<file path="src/rtl/vid_bt656_line_capture_if.sv">
// Video byte stream in, line-memory write port and line-ready record out.
// master = capture block, slave = pad logic / line memory / read side.
interface vid_bt656_line_capture_if #(
  parameter int LINE_W = 10
);
  logic [7:0]        vid_data;
  logic              vid_valid;
  logic              w_buf;
  logic [8:0]        w_pix;
  logic              w_ena;
  logic [31:0]       w_data;
  logic              lr_valid;
  logic              lr_buf;
  logic [8:0]        lr_len;
  logic              lr_field;
  logic              lr_ovf;
  logic [LINE_W-1:0] lr_line;

  modport master (
    input  vid_data, vid_valid,
    output w_buf, w_pix, w_ena, w_data,
    output lr_valid, lr_buf, lr_len, lr_field, lr_ovf, lr_line
  );

  modport slave (
    output vid_data, vid_valid,
    input  w_buf, w_pix, w_ena, w_data,
    input  lr_valid, lr_buf, lr_len, lr_field, lr_ovf, lr_line
  );
endinterface

</file>
<file path="src/rtl/vid_bt656_line_capture.sv">
// BT.656 line capture: TRS decode, Cb/Y/Cr/Y word packing, dual-buffer line
// memory write port and per-line completion record.
module vid_bt656_line_capture #(
  parameter int MAX_PIX = 360,
  parameter int LINE_W  = 10
) (
  input  logic clk,
  input  logic rst_n,
  input  logic cfg_ena,
  output logic stat_trs_err,
  vid_bt656_line_capture_if.master bus
);
  localparam logic [0:0] S_IDLE   = 1'b0;
  localparam logic [0:0] S_ACTIVE = 1'b1;
  localparam logic [8:0] MAX_W    = 9'(MAX_PIX);

  logic [0:0]        st_q, st_d;
  logic [7:0]        h2_q, h1_q, h0_q, h2_d, h1_d, h0_d;
  logic [1:0]        ph_q, ph_d;
  logic [8:0]        cnt_q, cnt_d;
  logic              ovf_q, ovf_d, field_q, field_d, wbuf_q, wbuf_d;
  logic [LINE_W-1:0] line_q, line_d;
  logic              w_ena_q, w_ena_d;
  logic [8:0]        w_pix_q, w_pix_d;
  logic [31:0]       w_data_q, w_data_d;
  logic              lr_valid_q, lr_valid_d, lr_buf_q, lr_buf_d;
  logic [8:0]        lr_len_q, lr_len_d;
  logic              lr_field_q, lr_field_d, lr_ovf_q, lr_ovf_d;
  logic [LINE_W-1:0] lr_line_q, lr_line_d;
  logic              trs_err_q;

  logic [7:0] xy;
  logic       acc, f, v, h, trs_hit, prot_ok, trs_ok, trs_bad;

  assign acc     = bus.vid_valid;
  assign xy      = bus.vid_data;
  assign f       = xy[6];
  assign v       = xy[5];
  assign h       = xy[4];
  // Preamble match on raw byte history, so codes are found at any alignment.
  assign trs_hit = acc && (h2_q == 8'hFF) && (h1_q == 8'h00) && (h0_q == 8'h00);
  assign prot_ok = (xy[3:0] == {v ^ h, f ^ h, f ^ v, f ^ v ^ h});
  assign trs_ok  = trs_hit && prot_ok;
  assign trs_bad = trs_hit && !prot_ok;

  always_comb begin
    st_d       = st_q;
    h2_d       = h2_q;
    h1_d       = h1_q;
    h0_d       = h0_q;
    ph_d       = ph_q;
    cnt_d      = cnt_q;
    ovf_d      = ovf_q;
    field_d    = field_q;
    wbuf_d     = wbuf_q;
    line_d     = line_q;
    w_ena_d    = 1'b0;
    w_pix_d    = w_pix_q;
    w_data_d   = w_data_q;
    lr_valid_d = 1'b0;
    lr_buf_d   = lr_buf_q;
    lr_len_d   = lr_len_q;
    lr_field_d = lr_field_q;
    lr_ovf_d   = lr_ovf_q;
    lr_line_d  = lr_line_q;
    if (acc) begin
      h2_d = h1_q;
      h1_d = h0_q;
      h0_d = xy;
      ph_d = trs_ok ? 2'd0 : ph_q + 2'd1;
      if (st_q == S_ACTIVE && !cfg_ena) begin
        st_d = S_IDLE;
      end else if (trs_ok) begin
        if (!h) begin
          if (v || !cfg_ena) begin
            st_d = S_IDLE;
          end else begin
            st_d    = S_ACTIVE;
            field_d = f;
            cnt_d   = '0;
            ovf_d   = 1'b0;
          end
        end else if (st_q == S_ACTIVE) begin
          st_d       = S_IDLE;
          lr_valid_d = 1'b1;
          lr_buf_d   = wbuf_q;
          lr_len_d   = cnt_q;
          lr_field_d = field_q;
          lr_ovf_d   = ovf_q;
          lr_line_d  = line_q;
          wbuf_d     = ~wbuf_q;
          line_d     = line_q + 1'b1;
        end
      end else if (st_q == S_ACTIVE && ph_q == 2'd3 && !trs_hit) begin
        if (cnt_q < MAX_W) begin
          w_ena_d  = 1'b1;
          w_pix_d  = cnt_q;
          w_data_d = {h2_q, h1_q, h0_q, xy};
          cnt_d    = cnt_q + 9'd1;
        end else begin
          ovf_d = 1'b1;
        end
      end
      if (trs_ok && v) line_d = '0;
    end
  end

  always_ff @(posedge clk) begin
    if (!rst_n) begin
      st_q       <= S_IDLE;
      h2_q       <= '0;
      h1_q       <= '0;
      h0_q       <= '0;
      ph_q       <= '0;
      cnt_q      <= '0;
      ovf_q      <= 1'b0;
      field_q    <= 1'b0;
      wbuf_q     <= 1'b0;
      line_q     <= '0;
      w_ena_q    <= 1'b0;
      w_pix_q    <= '0;
      w_data_q   <= '0;
      lr_valid_q <= 1'b0;
      lr_buf_q   <= 1'b0;
      lr_len_q   <= '0;
      lr_field_q <= 1'b0;
      lr_ovf_q   <= 1'b0;
      lr_line_q  <= '0;
      trs_err_q  <= 1'b0;
    end else begin
      st_q       <= st_d;
      h2_q       <= h2_d;
      h1_q       <= h1_d;
      h0_q       <= h0_d;
      ph_q       <= ph_d;
      cnt_q      <= cnt_d;
      ovf_q      <= ovf_d;
      field_q    <= field_d;
      wbuf_q     <= wbuf_d;
      line_q     <= line_d;
      w_ena_q    <= w_ena_d;
      w_pix_q    <= w_pix_d;
      w_data_q   <= w_data_d;
      lr_valid_q <= lr_valid_d;
      lr_buf_q   <= lr_buf_d;
      lr_len_q   <= lr_len_d;
      lr_field_q <= lr_field_d;
      lr_ovf_q   <= lr_ovf_d;
      lr_line_q  <= lr_line_d;
      trs_err_q  <= trs_bad;
    end
  end

  assign bus.w_buf    = wbuf_q;
  assign bus.w_pix    = w_pix_q;
  assign bus.w_ena    = w_ena_q;
  assign bus.w_data   = w_data_q;
  assign bus.lr_valid = lr_valid_q;
  assign bus.lr_buf   = lr_buf_q;
  assign bus.lr_len   = lr_len_q;
  assign bus.lr_field = lr_field_q;
  assign bus.lr_ovf   = lr_ovf_q;
  assign bus.lr_line  = lr_line_q;
  assign stat_trs_err = trs_err_q;
endmodule

</file>
<file path="src/flat_wrapper.sv">
// flat-port wrapper written by rule: the top's interface ports become plain ports
module vid_bt656_line_capture_flat 
#(
  parameter int MAX_PIX = 360,
  parameter int LINE_W  = 10
)
  (clk, rst_n, cfg_ena, stat_trs_err, bus_vid_data, bus_vid_valid, bus_w_buf, bus_w_pix, bus_w_ena, bus_w_data, bus_lr_valid, bus_lr_buf, bus_lr_len, bus_lr_field, bus_lr_ovf, bus_lr_line);
  vid_bt656_line_capture_if #(.LINE_W(LINE_W)) bus_i ();
  input  logic clk;
  input  logic rst_n;
  input  logic cfg_ena;
  output logic stat_trs_err;
  input wire logic [$bits(bus_i.vid_data)-1:0] bus_vid_data;
  input wire logic [$bits(bus_i.vid_valid)-1:0] bus_vid_valid;
  output wire logic [$bits(bus_i.w_buf)-1:0] bus_w_buf;
  output wire logic [$bits(bus_i.w_pix)-1:0] bus_w_pix;
  output wire logic [$bits(bus_i.w_ena)-1:0] bus_w_ena;
  output wire logic [$bits(bus_i.w_data)-1:0] bus_w_data;
  output wire logic [$bits(bus_i.lr_valid)-1:0] bus_lr_valid;
  output wire logic [$bits(bus_i.lr_buf)-1:0] bus_lr_buf;
  output wire logic [$bits(bus_i.lr_len)-1:0] bus_lr_len;
  output wire logic [$bits(bus_i.lr_field)-1:0] bus_lr_field;
  output wire logic [$bits(bus_i.lr_ovf)-1:0] bus_lr_ovf;
  output wire logic [$bits(bus_i.lr_line)-1:0] bus_lr_line;
  assign bus_i.vid_data = bus_vid_data;
  assign bus_i.vid_valid = bus_vid_valid;
  assign bus_w_buf = bus_i.w_buf;
  assign bus_w_pix = bus_i.w_pix;
  assign bus_w_ena = bus_i.w_ena;
  assign bus_w_data = bus_i.w_data;
  assign bus_lr_valid = bus_i.lr_valid;
  assign bus_lr_buf = bus_i.lr_buf;
  assign bus_lr_len = bus_i.lr_len;
  assign bus_lr_field = bus_i.lr_field;
  assign bus_lr_ovf = bus_i.lr_ovf;
  assign bus_lr_line = bus_i.lr_line;
  vid_bt656_line_capture #(.MAX_PIX(MAX_PIX), .LINE_W(LINE_W)) u_core (.clk(clk), .rst_n(rst_n), .cfg_ena(cfg_ena), .stat_trs_err(stat_trs_err), .bus(bus_i));
endmodule
</file>
<file path="config.mk">
export PLATFORM = sky130hd
export DESIGN_NAME = vid_bt656_line_capture_flat
export DESIGN_NICKNAME = d
export VERILOG_FILES = /design/src/rtl/vid_bt656_line_capture_if.sv /design/src/rtl/vid_bt656_line_capture.sv /design/src/flat_wrapper.sv
export SDC_FILE = /design/constraint.sdc
export NUM_CORES = 1
export LEC_CHECK = 0
export CAP_MARGIN = 20
export CORE_ASPECT_RATIO = 1.75
export CORE_MARGIN = 2
export CORE_UTILIZATION = 47
export DETAILED_ROUTE_END_ITERATION = 8
export PLACE_DENSITY_LB_ADDON = 0.25
export SLEW_MARGIN = 20
export SYNTH_ARGS = -nofsm -noshare
export SYNTH_HDL_FRONTEND = slang
export SYNTH_SLANG_ARGS = --single-unit
</file>
<file path="constraint.sdc">
create_clock -name clk -period 2.62 [get_ports clk]
set_input_delay 0.655 -clock clk [delete_from_list [all_inputs] [get_ports clk]]
set_output_delay 0.655 -clock clk [all_outputs]
set_load 0.01 [all_outputs]
</file>
# Yosys cells after proc, flatten, opt, wreduce, memory -nomap -nowiden

Index checks and enable logic that the tools add are counted.

Add/sub/neg operators: 3
Magnitude comparators: 1
Equality and inequality tests: 7
Mux-type cells: 22
Bitwise operators: 12
Reduce and logical (&&, ||, !) cells: 30

Operators by type and width:

| kind                                                            | count |
|---|---|
| 10-bit two-way mux                                              | 5 |
| 9-bit two-way mux                                               | 5 |
| 5-bit AND reduction                                             | 4 |
| 8-bit zero test                                                 | 2 |
| 6-bit AND reduction                                             | 2 |
| 2-bit nonzero test                                              | 6 |
| 1-bit two-way mux                                               | 11 |
| 10-bit by 1-bit adder with 10-bit output, second input constant | 1 |
| 5-bit OR reduction                                              | 2 |
| 9-bit by 1-bit adder with 9-bit output, second input constant   | 1 |
| 1-bit logical AND                                               | 9 |
| 9-bit < comparator, second input constant                       | 1 |
| 8-bit == test, second input constant                            | 1 |
| 1-bit NOT                                                       | 8 |
| 2-bit != test, second input constant                            | 3 |
| 4-bit == test                                                   | 1 |
| 1-bit bitwise XOR                                               | 4 |
| 1-bit zero test                                                 | 3 |
| 2-bit by 1-bit adder with 2-bit output, second input constant   | 1 |
| 2-bit == test, second input constant                            | 1 |
| 2-bit two-way mux                                               | 1 |
| 2-bit by 1-bit != test with 1-bit output, second input constant | 1 |
| 2-bit AND reduction                                             | 1 |
| 1-bit logical OR                                                | 1 |

Flip-flop bits (word level): 115
Input bits: 12
Output and inout bits: 67
Logic and storage cells: 95

# Depth between registers and ports, before layout

Word-level depth: 8
Depth in mapped cells: 8
Depth with buffers taken out: 6

# Least setup slack after synthesis

Ideal clock, no wire load.

Path type: input -> register
From: in bus_vid_data[5]
To: reg u_core.line_q[4]
Setup time: 0.073 ns
Arrival: 2.530 ns
Data required time: 2.547 ns
Path slack: 0.017 ns
Cell stages on the path: 7
Buffers on the path: 1
Path through: buf_4 or4bb_1 o311ai_1 o32ai_2 or4_4 or3_1 a21oi_1

Word-level cells in the longest chain between the ends: 7
Elaborated cells on any way between the ends: 12
Those cells by class: eq/ne: 2; mux: 1; bitwise: 3; reduce/logical: 6

RTL lines:

| what                                                                 | line                          | source |
|---|---|---|
| from (decl)                                                          | flat_wrapper.sv:13            | `input wire logic [$bits(bus_i.vid_data)-1:0] bus_vid_data;` |
| 1-bit bitwise XOR (2 in series)                                      | vid_bt656_line_capture.sv:42  | `assign prot_ok = (xy[3:0] == {v ^ h, f ^ h, f ^ v, f ^ v ^ h});` |
| 4-bit == test                                                        | vid_bt656_line_capture.sv:42  |  |
| 1-bit logical AND                                                    | vid_bt656_line_capture.sv:43  | `assign trs_ok = trs_hit && prot_ok;` |
| 1-bit logical AND                                                    | vid_bt656_line_capture.sv:104 | `if (trs_ok && v) line_d = '0;` |
| 2-bit != test (no line) / 2-bit nonzero test (equally long branches) | -                             |  |
| 5-bit AND reduction (no line)                                        | -                             |  |
| to (signal assigned)                                                 | vid_bt656_line_capture.sv:140 | `line_q <= line_d;` |
| to (decl)                                                            | vid_bt656_line_capture.sv:22  | `logic [LINE_W-1:0] line_q, line_d;` |

Parallel ways exist; a longest one is shown, timed or not.
A chain may end at the register's enable or synchronous reset.

# Worst setup path in the final report

From: in bus_vid_data[6]
To: reg u_core.line_q[4]

Word-level cells in the longest chain between the ends: 7
Elaborated cells on any way between the ends: 12
Those cells by class: eq/ne: 2; mux: 1; bitwise: 3; reduce/logical: 6

RTL lines:

| what                                                                 | line |
|---|---|
| 1-bit bitwise XOR (2 in series)                                      | vid_bt656_line_capture.sv:42 |
| 4-bit == test (*)                                                    | vid_bt656_line_capture.sv:42 |
| 1-bit logical AND (*)                                                | vid_bt656_line_capture.sv:43 |
| 1-bit logical AND                                                    | vid_bt656_line_capture.sv:104 |
| 2-bit != test (no line) / 2-bit nonzero test (equally long branches) | - |
| 5-bit AND reduction (no line)                                        | - |

Every way passes the cells marked *; elsewhere a longest branch is shown, timed or not.

==> impl_metrics.json <==
{
  "cp-end-kind": "register",
  "syn-num-nets": 515,
  "ys_ff_latch": 115,
  "worstSkewPairLatency_ps": 410,
  "cts_tree": "done",
  "final_layout_size_suffix_gt1_frac": 0.151,
  "cts.sink_count": 115,
  "cp_data_arrival_time_ps": 2930,
  "ir_drop_mv": 0.584,
  "ant_nets": 0,
  "status": "finished clean",
  "max_freq_mhz": 386,
  "mostFrequentLayoutCell": "dfxtp_1",
  "chipWidth_um": 78.9,
  "wl_per_cell_um": 15.2,
  "clk_path_buf_depth": 2,
  "power_density_mw_per_mm2": 642,
  "finalWeightedCongestion": 0.834,
  "critPathKind": "in -> reg",
  "placedCellCount": 713,
  "antenna_found_initial": 0,
  "min_period_over_period": 0.988,
  "postSynthAreaPerCell_sq_um": 9.24,
  "cp_max_fo": 8,
  "vias": 4026,
  "first_pass_iters": 4,
  "grt_max_degree": 46,
  "cp.required_ps": 2960,
  "grt_overflow_total": 0,
  "final_util": 0.675,
  "hpwl_um": 7920,
  "final-seq-area_sq_mm": 0.00230,
  "layout.cells.non_filler": 744,
  "fin_worst_skew_ps": 8.98,
  "nFillCells": 798,
  "worstHoldPathType": "reg -> reg",
  "slew_headroom": 0.672,
  "synth.distinct_cells": 50,
  "initial_core_util": 0.485,
  "syn_area_sq_mm": 0.00462,
  "worstMarginPinSlew_ps": 487,
  "die_h_um": 135,
  "layout.nets": 628,
  "crit_path_start_kind": "input port",
  "setup_viol": 0,
  "ys_warn_count": 0,
  "final_cell_mix": "dfxtp_1 (115), nor2_1 (79), clkdlybuf4s50_1 (74)",
  "area_growth_pct": 39.2,
  "drcViolationCount": 0,
  "finalMaxSlewViolations": 0,
  "grt_pass1_vias": 3883,
  "cts_hold_buffers": 0,
  "numCtsBuffers": 17,
  "grt_pass1_wl_um": 18400,
  "yosysSeqAreaShare": 0.499,
  "ios": 79,
  "multiInputGateArea_sq_mm": 0.00219,
  "root_buffer": "clkbuf_16",
  "finalHoldViolations": 0,
  "rows": 47,
  "stdcell_area_sq_mm": 0.00643,
  "syn-instance-count": 500,
  "clk_pin_slew_worst_paths_ps": 50,
  "placement.io_buffers": 78,
  "die_area_sq_mm": 0.0107,
  "n_antenna_cell": 0,
  "leakage_nw": 2.71,
  "core_area_sq_mm": 0.00953,
  "totalWireLength_um": 11300,
  "drt_iter0_drc": 239,
  "grt_usage": 0.220,
  "h-tree-depth": 4,
  "post-route-min-period_ps": 2590,
  "cap_viol_max_count": 0,
  "post_drt_via_cell_ratio": 5.41,
  "placed_area_sq_mm": 0.00584
}
Yosys cell counts (all sizes together):
| library cell | n | share of area |
|---|---|---|
| xnor2 | 2 | 0.0038 |
| inv | 9 | 0.0073 |
| o31ai | 6 | 0.0098 |
| a21oi | 24 | 0.027 |
| xor2 | 2 | 0.0038 |
| mux2i | 63 | 0.14 |
| and4 | 1 | 0.0019 |
| nor4b | 1 | 0.0033 |
| nor2 | 79 | 0.064 |
| dfxtp | 115 | 0.50 |
| a211oi | 1 | 0.0016 |
| o31a | 2 | 0.0041 |
| o2111ai | 1 | 0.0019 |
| o21ai | 37 | 0.040 |
| nor4 | 3 | 0.0073 |
| or4 | 6 | 0.011 |
| o311ai | 1 | 0.0019 |
| or2b | 1 | 0.0016 |
| and4b | 1 | 0.0022 |
| nor4bb | 1 | 0.0022 |
| or3 | 11 | 0.015 |
| nand4 | 7 | 0.0095 |
| nand3 | 34 | 0.037 |
| o32ai | 1 | 0.0035 |
| mux2 | 1 | 0.0024 |
| nor2b | 1 | 0.0014 |
| o21a | 5 | 0.0081 |
| clkbuf | 21 | 0.017 |
| or2 | 1 | 0.0014 |
| nand2 | 32 | 0.026 |
| and2 | 1 | 0.0014 |
| and4bb | 2 | 0.0054 |
| nand3b | 1 | 0.0016 |
| a22oi | 1 | 0.0016 |
| ha | 3 | 0.0081 |
| o32a | 1 | 0.0024 |
| buf | 11 | 0.013 |
| or4bb | 2 | 0.0049 |
| o211a | 1 | 0.0022 |
| o211ai | 1 | 0.0016 |
| nor3 | 3 | 0.0033 |
| and3 | 3 | 0.0041 |
worst max-delay path: stages:
cell,delay (ps)
dlygate4sd2_1,320
or4bb_1,530
o311ai_2,120
buf_4,180
o32ai_2,70
or4_4,530
or3_1,360
a21oi_2,160
report_power, final:
part	switching, W	total [W]	internal (W)
Clock	0.000746	0.00214	0.00140
Combinational	0.000102	0.000194	0.0000925
Sequential	0.0000188	0.00179	0.00177
final timing paths:
kind,startpoint,to,slack [ps],cells after the start
max reg2reg,u_core.h0_q[7]$_SDFFE_PN0P_,u_core.cnt_q[4]$_SDFFE_PN0P_,250,7
min,u_core.bus.lr_line[0]$_SDFFE_PN0P_,u_core.bus.lr_line[0]$_SDFFE_PN0P_,450,2
min reg2reg,u_core.bus.lr_line[0]$_SDFFE_PN0P_,u_core.bus.lr_line[0]$_SDFFE_PN0P_,450,2
max,bus_vid_data[6],u_core.line_q[4]$_SDFFE_PN0P_,30,8
cells by family after synthesis:
family	Yosys count	synth area share
compound gates	82	0.106
xor+xnor	4	0.00759
fa+ha+maj	3	0.00813
buf+inv	41	0.0374
flops	115	0.499
mux	64	0.139
simple gates	191	0.204
final cells by class:
type / instances / area share
Multi-Input combinational cell: 344 / 0.340
Tap cell: 122 / 0.0237
Sequential cell: 115 / 0.358
Clock inverter: 5 / 0.00817
Timing Repair Buffer: 126 / 0.187
Clock buffer: 23 / 0.0775
Inverter: 9 / 0.00525
state kept, by name, summed over array words and instances, names as in the netlist, 2 cells and up:
name,flops
u_core.bus.w_data,32
u_core.bus.lr_line,10
u_core.line_q,10
u_core.bus.w_pix,9
u_core.h2_q,8
u_core.cnt_q,9
u_core.h1_q,8
u_core.bus.lr_len,9
u_core.h0_q,8
u_core.ph_q,2
through the flow:
stage / setup TNS (ps) / hold slack [ps] / power (W) / worst slack, ps
after detailed placement: -27050 / 449 / 0.00201 / -613
after CTS: 0 / 455 / 0.00415 / 28.5
after floorplan: 0 / 436 / 0.00192 / 16.6
after global routing: -78.7 / 472 / 0.00425 / -48.1
final: 0 / 451 / 0.00413 / 31.2
after global placement: -21500 / 438 / 0.00201 / -495
routing by layer:
metal | GRT usage | share of wire
met1 | 0.237 | 0.40
met4 | 0.0939 | 0.023
met2 | 0.396 | 0.55
met3 | 0.0640 | 0.034
met5 | 0 | 0
what timing repair did:
item,in CTS,in global routing
gates resized for setup,7,8
buffers inserted,0,3
setup endpoints to repair,40,11
pin swaps,1,2
(Power assumes the default switching activity.)
